File: config.mk
export PLATFORM = sky130hd
export DESIGN_NAME = addsub_serial
export DESIGN_NICKNAME = d
export VERILOG_FILES = /design/src/rtl/addsub_serial.sv
export SDC_FILE = /design/constraint.sdc
export NUM_CORES = 1
export LEC_CHECK = 0
export CORE_UTILIZATION = 54
export CTS_CLUSTER_DIAMETER = 40
export DETAILED_ROUTE_END_ITERATION = 10
export GPL_ROUTABILITY_DRIVEN = 0
export HOLD_SLACK_MARGIN = 0.06
export PLACE_DENSITY = 0.93
export SLEW_MARGIN = 20
export SYNTH_ARGS = -nofsm -noshare
export SYNTH_HDL_FRONTEND = slang
export SYNTH_SLANG_ARGS = --single-unit
File: constraint.sdc
create_clock -name clk -period 4.7 [get_ports clk]
set_input_delay 0.705 -clock clk [delete_from_list [all_inputs] [get_ports clk]]
set_output_delay 0.705 -clock clk [all_outputs]
set_load 0.01 [all_outputs]
File: src/rtl/addsub_serial.sv
// Digit-serial two's-complement adder/subtractor: DIGIT bits per cycle, LSB digit first.
// Optional macro ADDSUB_SATURATE_EN clamps the result on signed overflow.
`timescale 1ns/1ps
module addsub_serial #(
  parameter int unsigned WIDTH = 8,
  parameter int unsigned DIGIT = 2
) (
  input  logic             clk,
  input  logic             rst_n,
  input  logic             start,
  input  logic             m,
  input  logic             c_in,
  input  logic [WIDTH-1:0] a,
  input  logic [WIDTH-1:0] b,
  output logic             busy,
  output logic             done,
  output logic [WIDTH-1:0] s,
  output logic             c_out,
  output logic             v,
  output logic             z,
  output logic             n
);

  localparam int unsigned N     = WIDTH / DIGIT;
  localparam int unsigned CNT_W = (N > 1) ? $clog2(N) : 1;
  localparam int unsigned DW    = DIGIT + 1;

  generate
    if (WIDTH < 2 || DIGIT == 0 || (WIDTH % DIGIT) != 0) begin : g_bad_cfg
      $error("addsub_serial: WIDTH must be >= 2 and a multiple of DIGIT");
    end
  endgenerate

  typedef enum logic [1:0] {
    IDLE = 2'd0,
    RUN  = 2'd1,
    DONE = 2'd2
  } state_t;

  state_t state, state_d;
  logic   accept, last;

  logic [WIDTH-1:0] a_sr, b_sr, acc;
  logic             carry;
  logic [CNT_W-1:0] cnt;

  logic [DW-1:0]    dsum;
  logic [WIDTH-1:0] acc_shift;
  logic [WIDTH-1:0] s_fin;
  logic             c_msb;
  logic             v_raw;

  // State register
  always_ff @(posedge clk) begin
    if (!rst_n) state <= IDLE;
    else        state <= state_d;
  end

  // Next-state and control decode
  always_comb begin
    state_d = state;
    accept  = 1'b0;
    last    = 1'b0;
    case (state)
      IDLE: begin
        if (start) begin
          accept  = 1'b1;
          state_d = RUN;
        end
      end
      RUN: begin
        if (cnt == CNT_W'(N - 1)) begin
          last    = 1'b1;
          state_d = DONE;
        end
      end
      DONE: begin
        if (start) begin
          accept  = 1'b1;
          state_d = RUN;
        end else begin
          state_d = IDLE;
        end
      end
      default: state_d = IDLE;
    endcase
  end

  // One ripple slice; on the last digit its top bit is the operand MSB
  always_comb begin
    dsum      = DW'(a_sr[DIGIT-1:0]) + DW'(b_sr[DIGIT-1:0]) + DW'(carry);
    acc_shift = WIDTH'({dsum[DIGIT-1:0], acc} >> DIGIT);
    c_msb     = a_sr[DIGIT-1] ^ b_sr[DIGIT-1] ^ dsum[DIGIT-1];
    v_raw     = c_msb ^ dsum[DIGIT];
`ifdef ADDSUB_SATURATE_EN
    if (v_raw) s_fin = a_sr[DIGIT-1] ? {1'b1, {(WIDTH-1){1'b0}}} : {1'b0, {(WIDTH-1){1'b1}}};
    else       s_fin = acc_shift;
`else
    s_fin = acc_shift;
`endif
  end

  // Datapath and registered outputs
  always_ff @(posedge clk) begin
    if (!rst_n) begin
      a_sr  <= '0;
      b_sr  <= '0;
      acc   <= '0;
      carry <= 1'b0;
      cnt   <= '0;
      busy  <= 1'b0;
      done  <= 1'b0;
      s     <= '0;
      c_out <= 1'b0;
      v     <= 1'b0;
      z     <= 1'b0;
      n     <= 1'b0;
    end else begin
      busy <= (state_d == RUN);
      done <= (state_d == DONE);
      if (accept) begin
        a_sr  <= a;
        b_sr  <= b ^ {WIDTH{m}};
        carry <= c_in;
        cnt   <= '0;
      end else if (state == RUN) begin
        a_sr  <= a_sr >> DIGIT;
        b_sr  <= b_sr >> DIGIT;
        carry <= dsum[DIGIT];
        acc   <= acc_shift;
        cnt   <= cnt + CNT_W'(1);
        if (last) begin
          s     <= s_fin;
          c_out <= dsum[DIGIT];
          v     <= v_raw;
          z     <= (s_fin == '0);
          n     <= s_fin[WIDTH-1];
        end
      end
    end
  end

endmodule

==> results.tsv, run 1 <==
stage	metric	value	unit
status	status	completed	
worst_setup_path	worstSetupStartpointType	flop	
final_layout	fill_cells	259	
final_layout	n_antenna_cell	0	
worst_setup_path	worstPathArrival	2.41	ns
clock_network	ctsResizeCount	0	
yosys	syn_area_per_cell	9.344	um^2
min_path	hold_class	reg -> reg	
routing	vias	1405	
routing	drt_pass1_iterations	5	
place	portBuffers	34	
global_routing	grt_pass1_wl	5.444	mm
power	powerDensity	289.0	nW/um^2
yosys	synth_top_flop_cell	dfxtp_1	
power	total_power	605.3	uW
routing	via_per_inst	5.467	
routing	drt_iter0_drc	68	
place	hpwl	2.219	mm
power	p_leak	0.0007871	uW
yosys	yosys_warnings	0	
global_routing	grt_usage	20.88	%
timing	setup_violations	0	
clock_network	cts.clk_slew.worst_paths	0.10	ns
final_layout	multi_input_area	847.1	um^2
die	die-height	59.34	um
die	initial_core_util	57.68	%
clock_network	cts_tree	yes	
yosys	syn_area	1775	um^2
routing	drc	0	
timing	rsz0062_at_grt	no	
clock_network	cts_buffers	5	
timing	holdWs	0.4675	ns
die	die_x	59.34	um
yosys	async_flop_share	0	%
place	dpl_worst_slack	2.147	ns
routing	wl_per_cell	12.56	um
final_layout	final_util	68.05	%
worst_setup_path	crit_type	reg -> reg	
final_layout	final_common_cell	dfxtp_1	
timing	fmax	464.6	MHz
final_layout	layout.nets	240	
final_layout	final_cell_mix	dfxtp_1, nand2_1, clkdlybuf4s50_1	
timing	relSlewSlack	42.53	%
worst_setup_path	endpoint_kind	flop	
routing	ant_nets	0	
global_routing	grt_pass1_vias	1185	
clock_network	cts_setup_buffers	0	
routing	finalWirelength	3.229	mm
clock_network	cts.sinks	40	
timing	tightest_slew	0.8621	ns
timing	final.setup_skew	0.01288	ns
final_layout	area_delta_synth_final	17.97	%
clock_network	cts_root_buf	clkbuf_4	
clock_network	cts_hold_buf	0	
clock_network	cts.path.max_buffers	2	
final_layout	layout-drive-gt1-share	3.286	%
power	ir_drop	0.1718	mV
yosys	synth_seq_cells	40	
die	ios	35	
run	cap_violations	0	
die	dieArea	3521	um^2
timing	worst_slack	2.548	ns
die	coreArea	3078	um^2
die	placementRows	20	
timing	layout_min_cycle_time	2.152	ns
worst_setup_path	cp_data_required_time	4.96	ns
yosys	synth_cell_types	30	
yosys	yosysSeqAreaShare	45.10	%
global_routing	antenna_found_initial	0	
clock_network	htreeDepth	2	
timing	hold_viol_final	0	
yosys	synth-edff-count	0	
timing	timing.final.crit_share	45.80	%
final_layout	regArea	800.8	um^2
timing	slew_violations	0	
yosys	mappedNetlistNets	215	
clock_network	clkLatencyLatePin	0.34	ns
worst_setup_path	cp_max_fo	4	
global_routing	overflow	0	
timing	fin_tns_setup	0	ns
yosys	postSynthCellCount	190	
global_routing	grt_max_degree	40	
==> synthesized netlist by cell type (2+ instances only) <==
cell / n / area (um^2)
a21boi_0: 17 / 127.6
a21boi_1: 11 / 82.58
a22oi_1: 12 / 90.09
and2_1: 4 / 25.02
buf_2: 2 / 10.01
buf_4: 8 / 60.06
buf_6: 2 / 22.52
clkbuf_1: 3 / 11.26
dfxtp_1: 40 / 800.8
fa_1: 2 / 40.04
ha_1: 2 / 25.02
inv_1: 5 / 18.77
nand2_1: 34 / 127.6
nand2b_1: 2 / 12.51
nand3_1: 18 / 90.09
o211a_1: 5 / 50.05
xnor2_1: 3 / 26.28
xor2_1: 8 / 70.07
==> through the flow <==
stage                     area, um^2  std cells
final                           2095        257
after CTS                       2097        257
after global routing            2095        257
after detailed placement        2059        252
after floorplan                 1775        190
after global placement          2059        252
==> registers in the layout, summed over array words and instances (netlist names) <==
name / count
a_sr: 8
acc: 6
b_sr: 8
busy: 1
c_out: 1
carry: 1
cnt: 2
done: 1
s: 8
state: 2
v: 1
z: 1
==> cells by family after synthesis <==
logic type,Yosys count,share of synthesized area (%)
xor+xnor,11,5.427
buf+inv,21,7.329
flops,40,45.10
simple gates,65,17.20
fa+ha+maj,4,3.664
compound gates,49,21.28
==> report_power, final <==
| part | leakage (uW) | internal, uW | total [uW] | switching [uW] |
|---|---|---|---|---|
| clock | 0.0000230 | 50.1 | 148 | 98.4 |
| sequential | 0.000326 | 354 | 364 | 10.1 |
| combinational | 0.000438 | 46.2 | 92.6 | 46.4 |
| total | 0.000787 | 450 | 605 | 155 |
==> path summary, 6_finish.rpt <==
path	slack, ns	startpoint	endpoint	cells after the start
min reg2reg	0.47	s[3]$_SDFFE_PN0P_	s[3]$_SDFFE_PN0P_	2
max	2.55	a_sr[0]$_SDFFE_PN0P_	z$_SDFFE_PN0P_	6
max reg2reg	2.55	a_sr[0]$_SDFFE_PN0P_	z$_SDFFE_PN0P_	6
min	0.47	s[3]$_SDFFE_PN0P_	s[3]$_SDFFE_PN0P_	2
==> worst max-delay path, stage by stage, from the launching register on <==
cell      delay [ns]
dfxtp_1         0.36
inv_1           0.07
fa_1            0.44
fa_1            0.57
nor4bb_1        0.29
nand3_1         0.14
a21boi_0        0.20
==> routing by layer <==
metal / routed length (um) / global-route usage, %
met4: 91 / 11.90
met1: 1449 / 28.75
met3: 158 / 5.240
met2: 1529 / 29.53
met5: 0 / 0
==> final cells by class <==
cell class                 instances  area share, %
multi-input combinational        129          40.44
timing repair buffer              34          16.01
clock buffer                       5          1.792
tap                               44          2.628
inverter                           5         0.8961
sequential                        40          38.23
Note: power is estimated with default switching activity, not from simulation.
==> inputs of run 2 (changes only) <==
- CORE_UTILIZATION: 54 -> 50
- PLACE_DENSITY: 0.93 -> 0.88
- clock period: 4.7 -> 2.2 ns (I/O delays scaled with it)
==> results.tsv, run 2 (synthesis results as in run 1) <==
stage	metric	value	unit
min_path	hp-start	s[5]$_SDFFE_PN0P_	
worst_setup_path	path_cells	inv_1 > fa_1 > fa_1 > nor4bb_1 > nand3_1 > a21boi_1	
clock_network	ctsResizeCount	0	
worst_setup_path	reg2reg_from	a_sr[0]$_SDFFE_PN0P_	
clock_network	clkLatencyLatePin	0.34	ns
min_path	whs_path_depth	2	
timing	hold_viol_final	0	
final_layout	layout.nets	245	
global_routing	grt_pass1_vias	1258	
power	total_power	1323	uW
routing	drt_pass1_iterations	4	
place	hpwl	2.248	mm
worst_setup_path	r2r-end	z$_SDFFE_PN0P_	
timing	worst_slack	0.1795	ns
die	coreArea	3363	um^2
routing	drc	0	
die	initial_core_util	52.79	%
final_layout	layout-drive-gt1-share	5.000	%
final_layout	final_common_cell	dfxtp_1	
die	dieArea	3793	um^2
worst_setup_path	cp_slowest_cell	fa_1	
clock_network	cts.clk_slew.worst_paths	0.11	ns
global_routing	grt_usage	20.66	%
timing	layout_min_cycle_time	2.021	ns
min_path	hold_class	reg -> reg	
place	dpl_worst_slack	0.1933	ns
timing	timing.final.crit_share	91.84	%
global_routing	antenna_found_initial	0	
final_layout	n_antenna_cell	0	
routing	vias	1405	
place	place_inst	259	
worst_setup_path	cpPeakStageDelay	0.58	ns
worst_setup_path	crit_type	reg -> reg	
clock_network	cts.sinks	40	
timing	relSlewSlack	59.83	%
worst_setup_path	endpoint_kind	flop	
status	status	completed	
power	powerDensity	616.7	nW/um^2
clock_network	cts_hold_buf	0	
clock_network	cts.path.max_buffers	2	
worst_setup_path	cp_data_required_time	2.46	ns
clock_network	cts_buffers	5	
power	ir_drop	0.4119	mV
final_layout	largestRegisters	a_sr (8), b_sr (8), s (8)	
final_layout	area_delta_synth_final	20.86	%
power	p_leak	0.0008157	uW
die	placementRows	21	
final_layout	final_cell_mix	dfxtp_1, nand2_1, clkdlybuf4s50_1	
worst_setup_path	worstPathArrival	2.28	ns
timing	tightest_slew	0.6025	ns
routing	ant_nets	0	
global_routing	grt_max_degree	40	
routing	drt_iter0_drc	50	
die	die-height	61.59	um
worst_setup_path	cp_common_cell	fa_1	
timing	fin_tns_setup	0	ns
timing	rsz0062_at_grt	no	
timing	setup_violations	0	
timing	slew_violations	0	
final_layout	fin_cells	266	
die	die_x	61.59	um
routing	via_per_inst	5.282	
clock_network	cts_setup_buffers	0	
timing	final.setup_skew	0.007116	ns
worst_setup_path	reg2reg_depth	6	
run	cap_violations	0	
min_path	hold_path_end	s[5]$_SDFFE_PN0P_	
timing	fmax	494.9	MHz
routing	wl_per_cell	12.28	um
worst_setup_path	cp_max_fo	4	
clock_network	cts_tree	yes	
die	ios	35	
clock_network	htreeDepth	2	
place	portBuffers	34	
worst_setup_path	crit_start	a_sr[0]$_SDFFE_PN0P_	
routing	finalWirelength	3.266	mm
worst_setup_path	reg2reg_slack	0.18	ns
global_routing	overflow	0	
global_routing	grt_pass1_wl	5.678	mm
clock_network	cts_root_buf	clkbuf_4	
worst_setup_path	worstSetupStartpointType	flop	
==> run 2: how the worst max path moves through the flow <==
stage | end | slack [ns] | depth (start not counted)
after global placement | z$_SDFFE_PN0P_ | 0.32 | 6
final | z$_SDFFE_PN0P_ | 0.18 | 6
after detailed placement | z$_SDFFE_PN0P_ | 0.19 | 6
after floorplan | z$_SDFFE_PN0P_ | 0.38 | 6
after global routing | z$_SDFFE_PN0P_ | 0.06 | 6
after CTS | z$_SDFFE_PN0P_ | 0.12 | 6
==> run 2: cell type report <==
class | instances | area [um^2]
Clock buffer | 6 | 41.29
Clock inverter | 1 | 5.005
Fill cell | 315 | 1217
Inverter | 5 | 18.77
Multi-Input combinational cell | 129 | 844.6
Sequential cell | 40 | 800.8
Tap cell | 46 | 57.56
Timing Repair Buffer | 39 | 377.9
==> run 2: metal layers <==
| metal | up-vias | part of all wire, % | GRT usage (%) |
|---|---|---|---|
| li1 | 706 | - | - |
| met1 | 658 | 46 | 26.95 |
| met2 | 35 | 48 | 31.80 |
| met3 | 6 | 4.7 | 4.412 |
| met4 | 0 | 1.7 | 11.43 |
| met5 | - | 0 | 0 |
==> run 2: power breakdown <==
| part | leakage, uW | switching [uW] | internal [uW] |
|---|---|---|---|
| Clock | 0.0000281 | 218 | 118 |
| Sequential | 0.000326 | 19.9 | 757 |
| Combinational | 0.000462 | 103 | 108 |
==> run 2: stage by stage <==
step	utilization [%]	area (um^2)	hold slack, ns
after detailed placement	62.43	2100	0.4440
after CTS	63.80	2146	0.4586
after global routing	63.80	2146	0.4873
after floorplan	-	1775	0.4376
final	63.80	2146	0.4545
after global placement	62.43	2100	0.4442
==> run 2: critical path, delay by kind of cell (launching register included) <==
kind | cells | cell delay [ns]
buf+inv | 1 | 0.06
flops | 1 | 0.35
simple gates | 2 | 0.35
compound gates | 1 | 0.18
fa+ha+maj | 2 | 1.01
==> inputs of run 3 (changes only) <==
- CORE_UTILIZATION: 50 -> 40
- CTS_CLUSTER_DIAMETER: 40 -> 200
- PLACE_DENSITY: 0.88 -> 0.74
==> results.tsv, run 3 (synthesis results as in run 1) <==
stage	metric	value	unit
clock_network	cts_root_buf	clkbuf_8	
timing	fmax	505.9	MHz
worst_setup_path	cp_data_required_time	2.42	ns
timing	rsz0062_at_grt	no	
global_routing	overflow	0	
timing	setup_violations	0	
die	ios	35	
clock_network	cts_tree	yes	
clock_network	ctsResizeCount	0	
timing	relSlewSlack	61.37	%
die	coreArea	4144	um^2
clock_network	clkLatencyLatePin	0.29	ns
timing	timing.final.crit_share	89.84	%
place	place_inst	264	
worst_setup_path	endpoint_kind	flop	
global_routing	grt_usage	16.81	%
power	ir_drop	0.3965	mV
worst_setup_path	cp_max_fo	4	
clock_network	htreeDepth	2	
worst_setup_path	worstPathArrival	2.20	ns
timing	layout_min_cycle_time	1.976	ns
routing	drc	0	
timing	final.setup_skew	0.004287	ns
status	status	completed	
clock_network	cts_hold_buf	0	
min_path	hold_class	reg -> reg	
place	portBuffers	34	
power	p_leak	0.0008385	uW
global_routing	grt_max_degree	21	
clock_network	cts.path.max_buffers	2	
clock_network	cts_buffers	5	
worst_setup_path	worstSetupStartpointType	flop	
clock_network	cts_setup_buffers	0	
routing	drt_pass1_iterations	5	
die	die-height	68.63	um
timing	tightest_slew	0.5776	ns
timing	holdWs	0.4532	ns
die	dieArea	4709	um^2
die	die_x	68.63	um
final_layout	largestRegisters	a_sr (8), b_sr (8), s (8)	
timing	slew_violations	0	
final_layout	layout.nets	246	
routing	finalWirelength	3.413	mm
routing	ant_nets	0	
final_layout	final_cell_mix	dfxtp_1, nand2_1, clkdlybuf4s50_1	
final_layout	area_delta_synth_final	24.38	%
timing	hold_viol_final	0	
final_layout	final_common_cell	dfxtp_1	
global_routing	antenna_found_initial	0	
final_layout	n_antenna_cell	0	
worst_setup_path	crit_type	reg -> reg	
global_routing	grt_pass1_vias	1322	
final_layout	fill_cells	399	
power	powerDensity	673.1	nW/um^2
die	initial_core_util	42.84	%
final_layout	layout-drive-gt1-share	5.856	%
routing	vias	1373	
global_routing	grt_pass1_wl	5.802	mm
routing	wl_per_cell	12.55	um
routing	via_per_inst	5.048	
power	total_power	1486	uW
final_layout	fin_cells	272	
clock_network	cts.clk_slew.worst_paths	0.07	ns
place	hpwl	2.357	mm
run	cap_violations	0	
die	placementRows	23	
worst_setup_path	reg2reg_slack	0.22	ns
routing	drt_iter0_drc	102	
clock_network	cts.sinks	40	
timing	fin_tns_setup	0	ns
## run 3: per-stage QoR
stage | area, um^2 | setup slack, ns | util, %
detailed placement | 2112 | 0.2413 | 50.97
floorplan | 1775 | 0.3835 | -
CTS | 2202 | 0.2195 | 53.14
global route | 2208 | 0.05168 | 53.29
finish | 2208 | 0.2235 | 53.29
global placement | 2112 | 0.3078 | 50.97
## run 3: cell type report
class | instances | area, um^2 | share of cell area, %
Sequential cell | 40 | 800.8 | 36.26
Clock buffer | 8 | 90.09 | 4.079
Timing Repair Buffer | 40 | 385.4 | 17.45
Multi-Input combinational cell | 129 | 850.8 | 38.53
Tap cell | 50 | 62.56 | 2.833
Inverter | 5 | 18.77 | 0.8499
## run 3: report_power, final
| part | internal (uW) | switching (uW) |
|---|---|---|
| registers | 757 | 20.5 |
| clock network | 256 | 240 |
| logic | 112 | 101 |
## run 3: final timing paths
check	from	end	cells past startpoint
max	a_sr[0]$_SDFFE_PN0P_	z$_SDFFE_PN0P_	6
max reg2reg	a_sr[0]$_SDFFE_PN0P_	z$_SDFFE_PN0P_	6
min reg2reg	s[4]$_SDFFE_PN0P_	s[4]$_SDFFE_PN0P_	2
min	s[4]$_SDFFE_PN0P_	s[4]$_SDFFE_PN0P_	2
## run 3: critical path: stages, from the launching register on
cell      delay [ns]
dfxtp_1         0.33
inv_1           0.06
fa_1            0.44
fa_1            0.56
nor4bb_2        0.22
nand3_1         0.11
a21boi_0        0.19
## run 3: layer usage
metal	track usage, %	wire length (um)	vias to the layer above
li1	-	-	707
met3	4.441	125	7
met1	20.77	1712	633
met4	8.594	73	0
met2	26.72	1502	26
met5	0	0	-
